==> config.mk <==
export PLATFORM = sky130hd
export DESIGN_NAME = eval_latency_sm_flat
export DESIGN_NICKNAME = d
export VERILOG_FILES = /design/src/rtl/eval_latency_sm_if.sv /design/src/rtl/eval_latency_sm.sv /design/src/flat_wrapper.sv
export SDC_FILE = /design/constraint.sdc
export NUM_CORES = 1
export LEC_CHECK = 0
export CORE_AREA = 3 3 40 42
export DETAILED_ROUTE_END_ITERATION = 10
export DIE_AREA = 0 0 43 45
export PLACE_DENSITY = 0.37
export SYNTH_ARGS = -nofsm -noshare
export SYNTH_HDL_FRONTEND = slang
export SYNTH_SLANG_ARGS = --single-unit
==> constraint.sdc <==
create_clock -name clk -period 1.8 [get_ports clk]
set_clock_uncertainty 0.2 [all_clocks]
set_input_delay 0.18 -clock clk [delete_from_list [all_inputs] [get_ports clk]]
set_output_delay 0.18 -clock clk [all_outputs]
set_load 0.05 [all_outputs]
==> src/rtl/eval_latency_sm_if.sv <==
// Handshake bundle between a board producer/consumer and the eval latency tracker.
// busy exists only when LATENCY_SM_BUSY_EN is defined.
interface eval_latency_sm_if;
    logic board_valid;
    logic clear_eval;
    logic eval_valid;
`ifdef LATENCY_SM_BUSY_EN
    logic busy;

    modport master (
        output board_valid,
        output clear_eval,
        input  eval_valid,
        input  busy
    );

    modport slave (
        input  board_valid,
        input  clear_eval,
        output eval_valid,
        output busy
    );
`else
    modport master (
        output board_valid,
        output clear_eval,
        input  eval_valid
    );

    modport slave (
        input  board_valid,
        input  clear_eval,
        output eval_valid
    );
`endif
endinterface

==> src/rtl/eval_latency_sm.sv <==
// Purpose: tracks when a fixed-depth evaluator's result for the latest board is ready.
// Latency: board_valid sampled at edge k -> eval_valid high after edge k+LATENCY_COUNT.
// Backpressure: none; a new board_valid restarts the countdown, clear_eval drops a held result.
// Optional feature: LATENCY_SM_BUSY_EN adds the registered busy output (high while counting).
module eval_latency_sm #(
    parameter int LATENCY_COUNT = 1
) (
    input  logic               clk,
    input  logic               reset,
    eval_latency_sm_if.slave   bus
);

    localparam int CW = (LATENCY_COUNT < 1) ? 1 : $clog2(LATENCY_COUNT + 1);
    localparam logic [CW-1:0] LOAD = CW'(LATENCY_COUNT - 1);

    generate
        if (LATENCY_COUNT < 1) begin : g_bad_latency
            $error("eval_latency_sm: LATENCY_COUNT must be >= 1");
        end
    endgenerate

    typedef enum logic [1:0] {
        S_IDLE  = 2'd0,
        S_COUNT = 2'd1,
        S_DONE  = 2'd2
    } state_t;

    state_t         state;
    state_t         state_nxt;
    logic [CW-1:0]  cnt;
    logic [CW-1:0]  cnt_nxt;
    logic           run;
    logic           eval_valid_q;

    // Release stage: the FSM registers see reset drop asynchronously, but while run is
    // low their next value equals the reset value, so the first board_valid that can
    // take effect is the one sampled on the second posedge after reset rises.
    always_ff @(posedge clk or negedge reset) begin
        if (!reset) begin
            run <= 1'b0;
        end else begin
            run <= 1'b1;
        end
    end

    always_comb begin
        state_nxt = state;
        cnt_nxt   = cnt;
        if (!run) begin
            state_nxt = S_IDLE;
            cnt_nxt   = '0;
        end else begin
            case (state)
                S_IDLE: begin
                    if (bus.board_valid) begin
                        state_nxt = S_COUNT;
                        cnt_nxt   = LOAD;
                    end
                end
                S_COUNT: begin
                    if (bus.board_valid) begin
                        cnt_nxt = LOAD;
                    end else if (cnt == '0) begin
                        state_nxt = S_DONE;
                    end else begin
                        cnt_nxt = cnt - 1'b1;
                    end
                end
                S_DONE: begin
                    // A new board beats clear_eval: the held result is now stale.
                    if (bus.board_valid) begin
                        state_nxt = S_COUNT;
                        cnt_nxt   = LOAD;
                    end else if (bus.clear_eval) begin
                        state_nxt = S_IDLE;
                    end
                end
                default: begin
                    state_nxt = S_IDLE;
                    cnt_nxt   = '0;
                end
            endcase
        end
    end

    always_ff @(posedge clk or negedge reset) begin
        if (!reset) begin
            state        <= S_IDLE;
            cnt          <= '0;
            eval_valid_q <= 1'b0;
        end else begin
            state        <= state_nxt;
            cnt          <= cnt_nxt;
            eval_valid_q <= (state_nxt == S_DONE);
        end
    end

    assign bus.eval_valid = eval_valid_q;

`ifdef LATENCY_SM_BUSY_EN
    logic busy_q;

    always_ff @(posedge clk or negedge reset) begin
        if (!reset) begin
            busy_q <= 1'b0;
        end else begin
            busy_q <= (state_nxt == S_COUNT);
        end
    end

    assign bus.busy = busy_q;
`endif

endmodule

==> src/flat_wrapper.sv <==
// flat-port wrapper written by rule: the top's interface ports become plain ports
module eval_latency_sm_flat 
#(
    parameter int LATENCY_COUNT = 1
)
  (clk, reset, bus_board_valid, bus_clear_eval, bus_eval_valid);
  eval_latency_sm_if bus_i ();
  input  logic clk;
  input  logic reset;
  input wire logic [$bits(bus_i.board_valid)-1:0] bus_board_valid;
  input wire logic [$bits(bus_i.clear_eval)-1:0] bus_clear_eval;
  output wire logic [$bits(bus_i.eval_valid)-1:0] bus_eval_valid;
  assign bus_i.board_valid = bus_board_valid;
  assign bus_i.clear_eval = bus_clear_eval;
  assign bus_eval_valid = bus_i.eval_valid;
  eval_latency_sm #(.LATENCY_COUNT(LATENCY_COUNT)) u_core (.clk(clk), .reset(reset), .bus(bus_i));
endmodule
; ---- Word level (Yosys, flattened, before mapping)
; Cells that the tools add are included.
[totals]
in_bits = 4
word_cells = 23
register_bits = 5
output_inout_bits = 1
[op_classes]
mux = 12
reduce_logical = 2
add_sub_neg = 1
eq_ne = 4
[ops]
columns = operator, count
row1 = 2-bit 2-to-1 mux, 6
row2 = 2-bit case mux with 3 select lines, 1
row3 = "2-bit equality test, second input constant", 2
row4 = 1-bit 2-to-1 mux, 4
row5 = "3-bit inequality test, second input constant", 1
row6 = "2-bit by 1-bit equality test with 1-bit output, second input constant", 1
row7 = 2-bit logical NOT, 1
row8 = 1-bit case mux with 2 select lines, 1
row9 = 2-bit OR reduction, 1
row10 = "1-bit subtractor, second input constant", 1

; ---- Depth between registers and ports, before layout
; Gate-level depths: netlist of the first run.
[depth]
depth_word = 5
ltp_mapped = 2
mapped_depth_nobuf = 2

; ---- Least setup slack after synthesis of the first run
; OpenSTA, ideal clock, no wires.
[synth_timing]
path_kind = register to register
from = register u_core.state[0]
to = register u_core.eval_valid_q, in the netlist u_core.bus.eval_valid
path_stages_with_launch = 3
required_time_ps = 1523
path_slack_ps = 671
n_path_buf = 0
setup_time_ps = 77
t_arrival_ps = 852
period_less_slack_ps = 1129
cell_sequence = dfrtp_1 or3b_1 a21oi_1
[synth_between]
elab_chain_len = 5
elab_cells_between_ends = 11
classes_between = eq/ne (3) / mux (7) / reduce/logical (1)
[synth_rtl]
columns = item, line
row1 = from (decl), eval_latency_sm.sv:28  ; state_t state;
row2 = from (signal assigned), eval_latency_sm.sv:92  ; state <= state_nxt;
row3 = 2-bit 2-to-1 mux (on tied branches), "eval_latency_sm.sv:74, eval_latency_sm.sv:63"
row4 = 2-bit 2-to-1 mux (on tied branches), "eval_latency_sm.sv:71, eval_latency_sm.sv:61"
row5 = 2-bit case mux with 3 select lines *, eval_latency_sm.sv:53  ; case (state)
row6 = 2-bit 2-to-1 mux *, eval_latency_sm.sv:49  ; if (!run) begin
row7 = 2-bit equality test *, eval_latency_sm.sv:94  ; eval_valid_q <= (state_nxt == S_DONE);
row8 = to (signal assigned), eval_latency_sm.sv:94
row9 = to (decl), eval_latency_sm.sv:33  ; logic eval_valid_q;
; Every way passes the cells marked *; elsewhere a longest branch is shown, timed or not.
; A chain may end at the register's enable or synchronous reset.

; ---- Worst setup path in the final report of the first run
; Same ends and word-level chain as after synthesis.

==> reports/summary.md, run 1 <==
The run finished with clean final reports. The critical path capture point type was a register. Data on the critical path is required at its endpoint by 1750 ps. The run gives 0 ps as the total negative setup slack.

The core region is 0.00128 mm2. The number of slew-limit violations in the final report was 0. In this run the worst hold path is classified as reg2reg. Top cell type by total area after synthesis: sky130_fd_sc_hd__dfrtp_1. The number of sinks driven by the clock tree is 4. The first detailed-routing pass ran for 4 iterations. The tool flagged a number of max-cap violations equal to 0. The number of setup buffers added after CTS is 0. In this run, CTS created clock tree buffers numbering 3. The tools report the net count of the mapped netlist as 16.

Among all stages on the critical path, the largest delay is contributed by sky130_fd_sc_hd__or3b_1. Once the floorplan was initialized, standard cells occupied 11.4% of the core. After synthesis, the cell types taking the most area are sky130_fd_sc_hd__dfrtp_1 68%, sky130_fd_sc_hd__a21oi_1 10%, sky130_fd_sc_hd__or2b_2 6.0%, sky130_fd_sc_hd__or3b_1 6.0%, sky130_fd_sc_hd__nand2b_1 4.3%. The initial antenna violation count was 0; the depth of the CTS H-tree was 1. For the total via count after detailed routing, the log shows 105. TritonCTS built the clock tree. The tools report the number of top-level design ports as 5.

Synthesized flop and latch total: 4. The most common cell in the synthesized netlist was sky130_fd_sc_hd__dfrtp_1. The worst setup path is of the reg2reg kind. The die covers 0.00194 mm2. After floorplanning, the core was divided into 13 placement rows. The critical path goes through or3b_1, a21oi_1. The worst endpoint data arrival time was 1130 ps; the placer's final routability congestion estimate was 0.666.

Post-detailed-route wirelength per cell: 7.23 um. Among all flip-flop cells after synthesis, the most frequent one is sky130_fd_sc_hd__dfrtp_1. Clock tree synthesis selected as its root buffer the cell sky130_fd_sc_hd__clkbuf_4.

The fill cell total of the finished layout is 140, and the power per cell area is 946 mW/mm2. The number of buffers inserted by port buffering works out to 4. The total inserted antenna cells is 0, and the clock latency on the worst-skew pair is 230 ps. The final count of hold timing violations is 0, and the count of flip-flops with a built-in enable after synthesis is 0.

Clock-pin slew was measured on the worst setup and hold paths at 40 ps. The fmax was 0.853 GHz. The logs give 31 for the number of placed instances, taps included and 2 for the initial detailed-routing violation count. The run gives 0 as the count of warnings emitted by yosys. The final layout contains 26 nets. Summed over all cells, the static leakage comes to 0.104 nW.

The sequential-to-total area share from yosys stat was 68.4%. The logs give 124 for the via count of the first global-routing pass and 0 for the global route total overflow. The cell area after synthesis is 146 um2, and the die span in x is 43 um. The final period utilization was 65.1%; the share of synthesized registers carrying an async set or reset was 100%. The number of distinct library cell variants in the gate-level netlist after synthesis was 7; the highest fanout seen on the critical path was 3. Setup repair after global routing left no endpoint under its margin. The clock passes through at most 2 buffers. The average instance in the mapped netlist occupies 12.2 um2. Synthesized netlist cell count: 12. The run gives 489 um as the global-route wire length before repair. Once layout is complete, the cells apart from fillers number 35.

Total DRC errors in the routed layout: 0. Setup violations remaining at the end of the flow were counted as 0. Via density per instance: 3.00. The share of synthesized area in the top cell type comes to 68.4%. STA classifies the critical path startpoint as a register.

The die is 45 um tall. Relative to the synthesized area, the layout overhead comes to 60.7%. The remaining antenna violation count after routing came out at 0. The smallest clock period supported by the final layout is computed as 1170 ps. The worst supply voltage drop on vdd came out at 353 uV. The total wire length after detailed routing was 253 um; the ratio of cells with drive above 1 in the final layout was 25.0%. Counting instances in the post-synthesis netlist gives the leading cell types as 4 x sky130_fd_sc_hd__dfrtp_1, 3 x sky130_fd_sc_hd__a21oi_1.

The maximum number of pins on one net before global-route repair was 5. The maximum single-stage delay on the critical path came out at 390 ps. The total global-route track usage is 4.18%.
==> logic make-up (layout without fill, tap and decap cells) <==
| kind of cell | after synthesis | count (layout) | share of synthesized area, % |
|---|---|---|---|
| buffers and inverters | 0 | 8 | 0 |
| and+or+nand+nor | 4 | 4 | 18.8 |
| AOI/OAI and AO/OA | 3 | 3 | 10.3 |
| other | 1 | 1 | 2.56 |
| DFF | 4 | 4 | 68.4 |
==> state kept, by name (all words and copies together), names as in the netlist <==
signal and count:
u_core.state 2, u_core.bus.eval_valid 1, u_core.run 1
==> cell usage in the layout (no fill, tap or decap) <==
cell type and instances:
sky130_fd_sc_hd__dfrtp_1 4, sky130_fd_sc_hd__a21oi_1 3, sky130_fd_sc_hd__clkbuf_4 3, sky130_fd_sc_hd__clkdlybuf4s50_1 3, sky130_fd_sc_hd__nand2_1 1, sky130_fd_sc_hd__or3b_1 1, sky130_fd_sc_hd__or2b_2 1, sky130_fd_sc_hd__nand2b_1 1
sky130_fd_sc_hd__dlygate4sd3_1 1, sky130_fd_sc_hd__buf_4 1, sky130_fd_sc_hd__conb_1 1
==> layer usage <==
metal  vias up  GRT usage, %  wire length (um)
li1         56             -                 -
met1        44          4.39               131
met2         5          3.89                78
met3         0          6.37                42
met4         0          1.81                 0
met5         -             0                 0
==> critical path, delay by kind of cell (launching register included) <==
kind               cells  cell delay, ps
AOI/OAI and AO/OA      1             140
and+or+nand+nor        1             390
DFF                    1             370
==> repair_timing <==
item	in CTS	in global routing
endpoints found under the hold margin	4	0
hold buffers	1	0
gates resized for setup	0	0
==> per-stage QoR <==
step                      total power (W)  area, um2  hold slack (ps)  utilization, %  worst slack, ps
after detailed placement         0.000114        203              204            15.8              433
after CTS                        0.000230        235              255            18.3              621
after floorplan                  0.000104        146             -316               -              671
final                            0.000223        235              248            18.3              628
after global placement           0.000114        203              198            15.8              452
after global routing             0.000243        235              286            18.3              560
==> layout make-up <==
cell class / count / area (um2) / share of cell area (%)
Timing Repair Buffer: 5 / 47.5 / 20.2
Sequential cell: 4 / 100 / 42.6
Multi-Input combinational cell: 8 / 46.3 / 19.7
Tap cell: 15 / 18.8 / 7.98
Clock buffer: 3 / 22.5 / 9.57
==> report_power, final <==
| group | total, W | switching, W | internal, W | leakage, nW |
|---|---|---|---|---|
| Clock | 0.000108 | 0.0000338 | 0.0000744 | 0.0138 |
| Sequential | 0.0000959 | 0.00000179 | 0.0000941 | 0.0520 |
| Combinational | 0.0000186 | 0.00000782 | 0.0000107 | 0.0381 |
==> worst paths after layout <==
| kind | endpoint | slack [ps] | startpoint | cells after the start |
|---|---|---|---|---|
| max | u_core.bus.eval_valid$_DFF_PN0_ | 630 | u_core.state[0]$_DFF_PN0_ | 2 |
| min | u_core.state[0]$_DFF_PN0_ | 250 | u_core.state[0]$_DFF_PN0_ | 1 |
| max reg2reg | u_core.bus.eval_valid$_DFF_PN0_ | 630 | u_core.state[0]$_DFF_PN0_ | 2 |
| min reg2reg | u_core.state[0]$_DFF_PN0_ | 250 | u_core.state[0]$_DFF_PN0_ | 1 |
| max in group asynchronous | u_core.run$_DFF_PN0_ | 730 | reset | 2 |
| min in group asynchronous | u_core.bus.eval_valid$_DFF_PN0_ | 500 | reset | 2 |
Power figures use the tool's default switching activity.
==> inputs of run 2 (changes only) <==
--- a/config.mk
+++ b/config.mk
@@ -8,7 +8,7 @@
 export CORE_AREA = 3 3 40 42
 export DETAILED_ROUTE_END_ITERATION = 10
 export DIE_AREA = 0 0 43 45
-export PLACE_DENSITY = 0.37
+export PLACE_DENSITY = 0.38
 export SYNTH_ARGS = -nofsm -noshare
 export SYNTH_HDL_FRONTEND = slang
 export SYNTH_SLANG_ARGS = --single-unit
==> constraint.sdc (replaced) <==
create_clock -name clk -period 1 [get_ports clk]
set_clock_uncertainty 0.2 [all_clocks]
set_input_delay 0.1 -clock clk [delete_from_list [all_inputs] [get_ports clk]]
set_output_delay 0.1 -clock clk [all_outputs]
set_load 0.05 [all_outputs]
==> run 2 against run 1 <==
  * The flow now finishes with violations (hold timing, setup timing)
  * Cell area is 12% higher
  * Core utilization is 2.1 points higher
  * Combinational power is 130% higher
  * Setup slack worse by 790 ps
  * Non-clock buffer count is 1 higher
  * Register-to-register slack worse by 790 ps
  * Die area stayed put
  * Critical path depth stayed put
  * Critical endpoint is now u_core.state[1]$_DFF_PN0_
==> reports/summary.md, run 2 (synthesis gave the netlist of run 1 again) <==
The flow ran to the end, but the final reports show violations. The final reports fail on hold timing, setup timing. The final setup violation count is 4 (+4), and the remaining antenna violation count after routing is 0 (unchanged). The kind of path behind the tightest hold check is in2async. Walking the worst path, the cells encountered are or3b_4, a21oi_2. The start of the worst register-to-register path is u_core.state[0]$_DFF_PN0_. The total global-route track usage is 4.68% (+0.50 points), and the sequential cell area is 100 um2 (unchanged). For the full die area, the log shows 0.00194 mm2 (unchanged). In this run the critical register-to-register path is captured at u_core.state[1]$_DFF_PN0_. For the total via count after detailed routing, the log shows 122 (+16%). For the worst endpoint data arrival time, the log shows 1130 ps (about the same).

The global route total overflow is 0 (unchanged), and the combined area of the multi-input logic cells is 56.3 um2 (+22%). The worst setup path is launched from a register. The kind of cell adding the most delay to the critical path was simple AND/OR/NAND/NOR gates. The flip-flop count of the largest register, all copies and words added came out at 2 (unchanged).

Total negative setup slack: -436 ps (-436 ps). TritonCTS built the clock tree. The total of hold buffers inserted after clock tree synthesis came out at 1 (unchanged). The power per cell area is 1620 mW/mm2 (+71%). The total inserted antenna cells is 0 (unchanged), and the total wire length after detailed routing is 334 um (+32%). The detailed-routing iteration count for the pre-antenna-repair pass is 2 (-2), and the worst hold margin is -57.3 ps (-305 ps). The run gives -170 ps (-790 ps) as the worst-case register-to-register setup slack. The global-route wire length before repair is 558 um (+14%), and the worst supply voltage drop on vdd is 746 uV (+110%). The clock buffer count from CTS came out at 3 (unchanged). The tools report the number of top-level design ports as 5 (unchanged).

The tools report the fmax as 0.858 GHz (+0.56%). The highest fanout seen on the critical path was 3 (unchanged). The run gives 0.115 nW (+11%) as the leakage power summed over all cells. The run gives 27 (+3.8%) as the net total in the final layout.

The commonest non-fill, non-tap cell in the layout was sky130_fd_sc_hd__dfrtp_1. Setup repair after global routing could not meet its margin everywhere. The via count of the first global-routing pass came out at 132 (+6.5%).

The run gives 240 ps (about the same) as the clock latency on the worst-skew pair. The final period utilization is 117% (+51 points). The total buffers and inverters traversed by the critical path came out at 0 (unchanged). The number of buffers inserted by port buffering was 4 (unchanged). More flip-flops sit in one register than any other, and that register is u_core.state. The post-detailed-route wirelength per cell is 9.28 um (+28%), and the placer's final routability congestion estimate is 0.605 (-9.2%). The number of sinks driven by the clock tree came out at 4 (unchanged).

The placement row count was 13 (unchanged); the initial detailed-routing violation count was 3 (+1). The clock-pin slew of the registers on the worst-case setup and hold paths was 40 ps (about the same); the via density per instance was 3.39 (+13%). The tools report the total DRC errors in the routed layout as 0 (unchanged).

The max-capacitance violation count is 0 (unchanged). For the final worst slack, the log shows -166 ps (-793 ps). The critical path capture point type is a register.

Detailed placement ended at an HPWL of 207 um. The vertical die dimension was 45 um (unchanged); the ratio of cells with drive above 1 in the final layout was 47.6% (+23 points). The tools report the starting density of the core as 11.4% (unchanged). The final count of hold timing violations was 4 (+4).

The area growth from synthesis to layout is 79.5%. The buffer levels on the longest clock path was 2 (unchanged); the die span in x was 43 um (unchanged). The maximum single-stage delay on the critical path is 390 ps (about the same), and the initial antenna violation count is 0 (unchanged). The post-layout minimum cycle time works out to 1170 ps (-6.52 ps). In the layout the commonest cells are 4 x sky130_fd_sc_hd__dfrtp_1, 3 x sky130_fd_sc_hd__clkbuf_4, 2 x sky130_fd_sc_hd__a21oi_2, 2 x sky130_fd_sc_hd__clkdlybuf4s50_1, 2 x sky130_fd_sc_hd__buf_4. The fill cell total of the finished layout was 136 (-2.9%).

The number of slew-limit violations in the final report was 0 (unchanged); the logic depth of the worst register-to-register path was 2 (unchanged). Clock tree synthesis selected as its root buffer the cell sky130_fd_sc_hd__clkbuf_4. The category of the critical setup timing path was reg2reg.

The required time of the critical path is 970 ps (-780 ps). The standard cell core area is 0.00128 mm2 (unchanged), and the maximum number of pins on one net before global-route repair is 5 (unchanged). On the critical path, the stage with the largest delay is an instance of sky130_fd_sc_hd__or3b_4.

The depth of the CTS H-tree came out at 1 (unchanged).
-- run 2: report_power, final --
part / total (W) / leakage, nW / internal (W) / switching, W
clock: 0.000209 / 0.0138 / 0.000135 / 0.0000742
sequential: 0.000174 / 0.0520 / 0.000169 / 0.00000454
combinational: 0.0000427 / 0.0495 / 0.0000252 / 0.0000175
-- run 2: per-layer routing --
layer	global-route usage (%)	wire [um]	vias up
met4	0	0	0
met3	7.17	61	0
met5	0	0	-
met1	4.63	127	57
li1	-	-	56
met2	5.69	144	9
-- run 2: cell type report --
type / instances / share of cell area (%)
sequential: 4 / 38.1
timing repair buffer: 6 / 24.8
multi-input combinational: 8 / 21.4
clock buffer: 3 / 8.57
tap: 15 / 7.14
-- run 2: how the worst max path moves through the flow --
stage,startpoint,end,cells after the start,slack [ps]
after floorplan,u_core.state[0]$_DFF_PN0_,u_core.bus.eval_valid$_DFF_PN0_,2,-110
after global placement,bus_clear_eval,u_core.state[1]$_DFF_PN0_,3,-300
after detailed placement,bus_clear_eval,u_core.state[1]$_DFF_PN0_,3,-310
after CTS,u_core.state[0]$_DFF_PN0_,u_core.bus.eval_valid$_DFF_PN0_,2,-160
after global routing,u_core.state[0]$_DFF_PN0_,u_core.state[1]$_DFF_PN0_,2,-210
final,u_core.state[0]$_DFF_PN0_,u_core.state[1]$_DFF_PN0_,2,-170
-- run 2: repair_timing --
item                                    in CTS  in global routing
pin swaps                                    1                  1
endpoints found under the setup margin       3                  7
gates cloned                                 0                  0
resized for setup                            0                  3
endpoints found under the hold margin        4                  4
buffers inserted                             1                  1
-- run 2: worst reg2reg max path, cell delays in order, from the launching register on --
cell and delay (ps):
sky130_fd_sc_hd__dfrtp_1 380, sky130_fd_sc_hd__or3b_4 390, sky130_fd_sc_hd__a21oi_2 120
-- run 2: per-stage QoR --
stage	utilization [%]	power, W	instances	cell area, um2	setup slack [ps]
CTS	19.9	0.000428	36	255	-162
global route	20.4	0.000464	36	263	-208
floorplan	-	0.000187	12	146	-107
global placement	16.7	0.000208	31	215	-296
detailed placement	16.7	0.000209	31	215	-312
finish	20.4	0.000426	36	263	-166
==> inputs of run 3 (changes only) <==
--- a/config.mk
+++ b/config.mk
@@ -8,6 +8,7 @@
 export CORE_AREA = 3 3 40 42
 export DETAILED_ROUTE_END_ITERATION = 10
 export DIE_AREA = 0 0 43 45
+export MAX_ROUTING_LAYER = met4
 export PLACE_DENSITY = 0.38
 export SYNTH_ARGS = -nofsm -noshare
 export SYNTH_HDL_FRONTEND = slang
==> results of run 3 <==
Same layout as run 2: the final DEF is identical, and so are final timing and power.
Main changes from that run: final weighted congestion in routability-driven placement 0.605 -> 0.609; overall routing resource usage 4.68% -> 4.82%
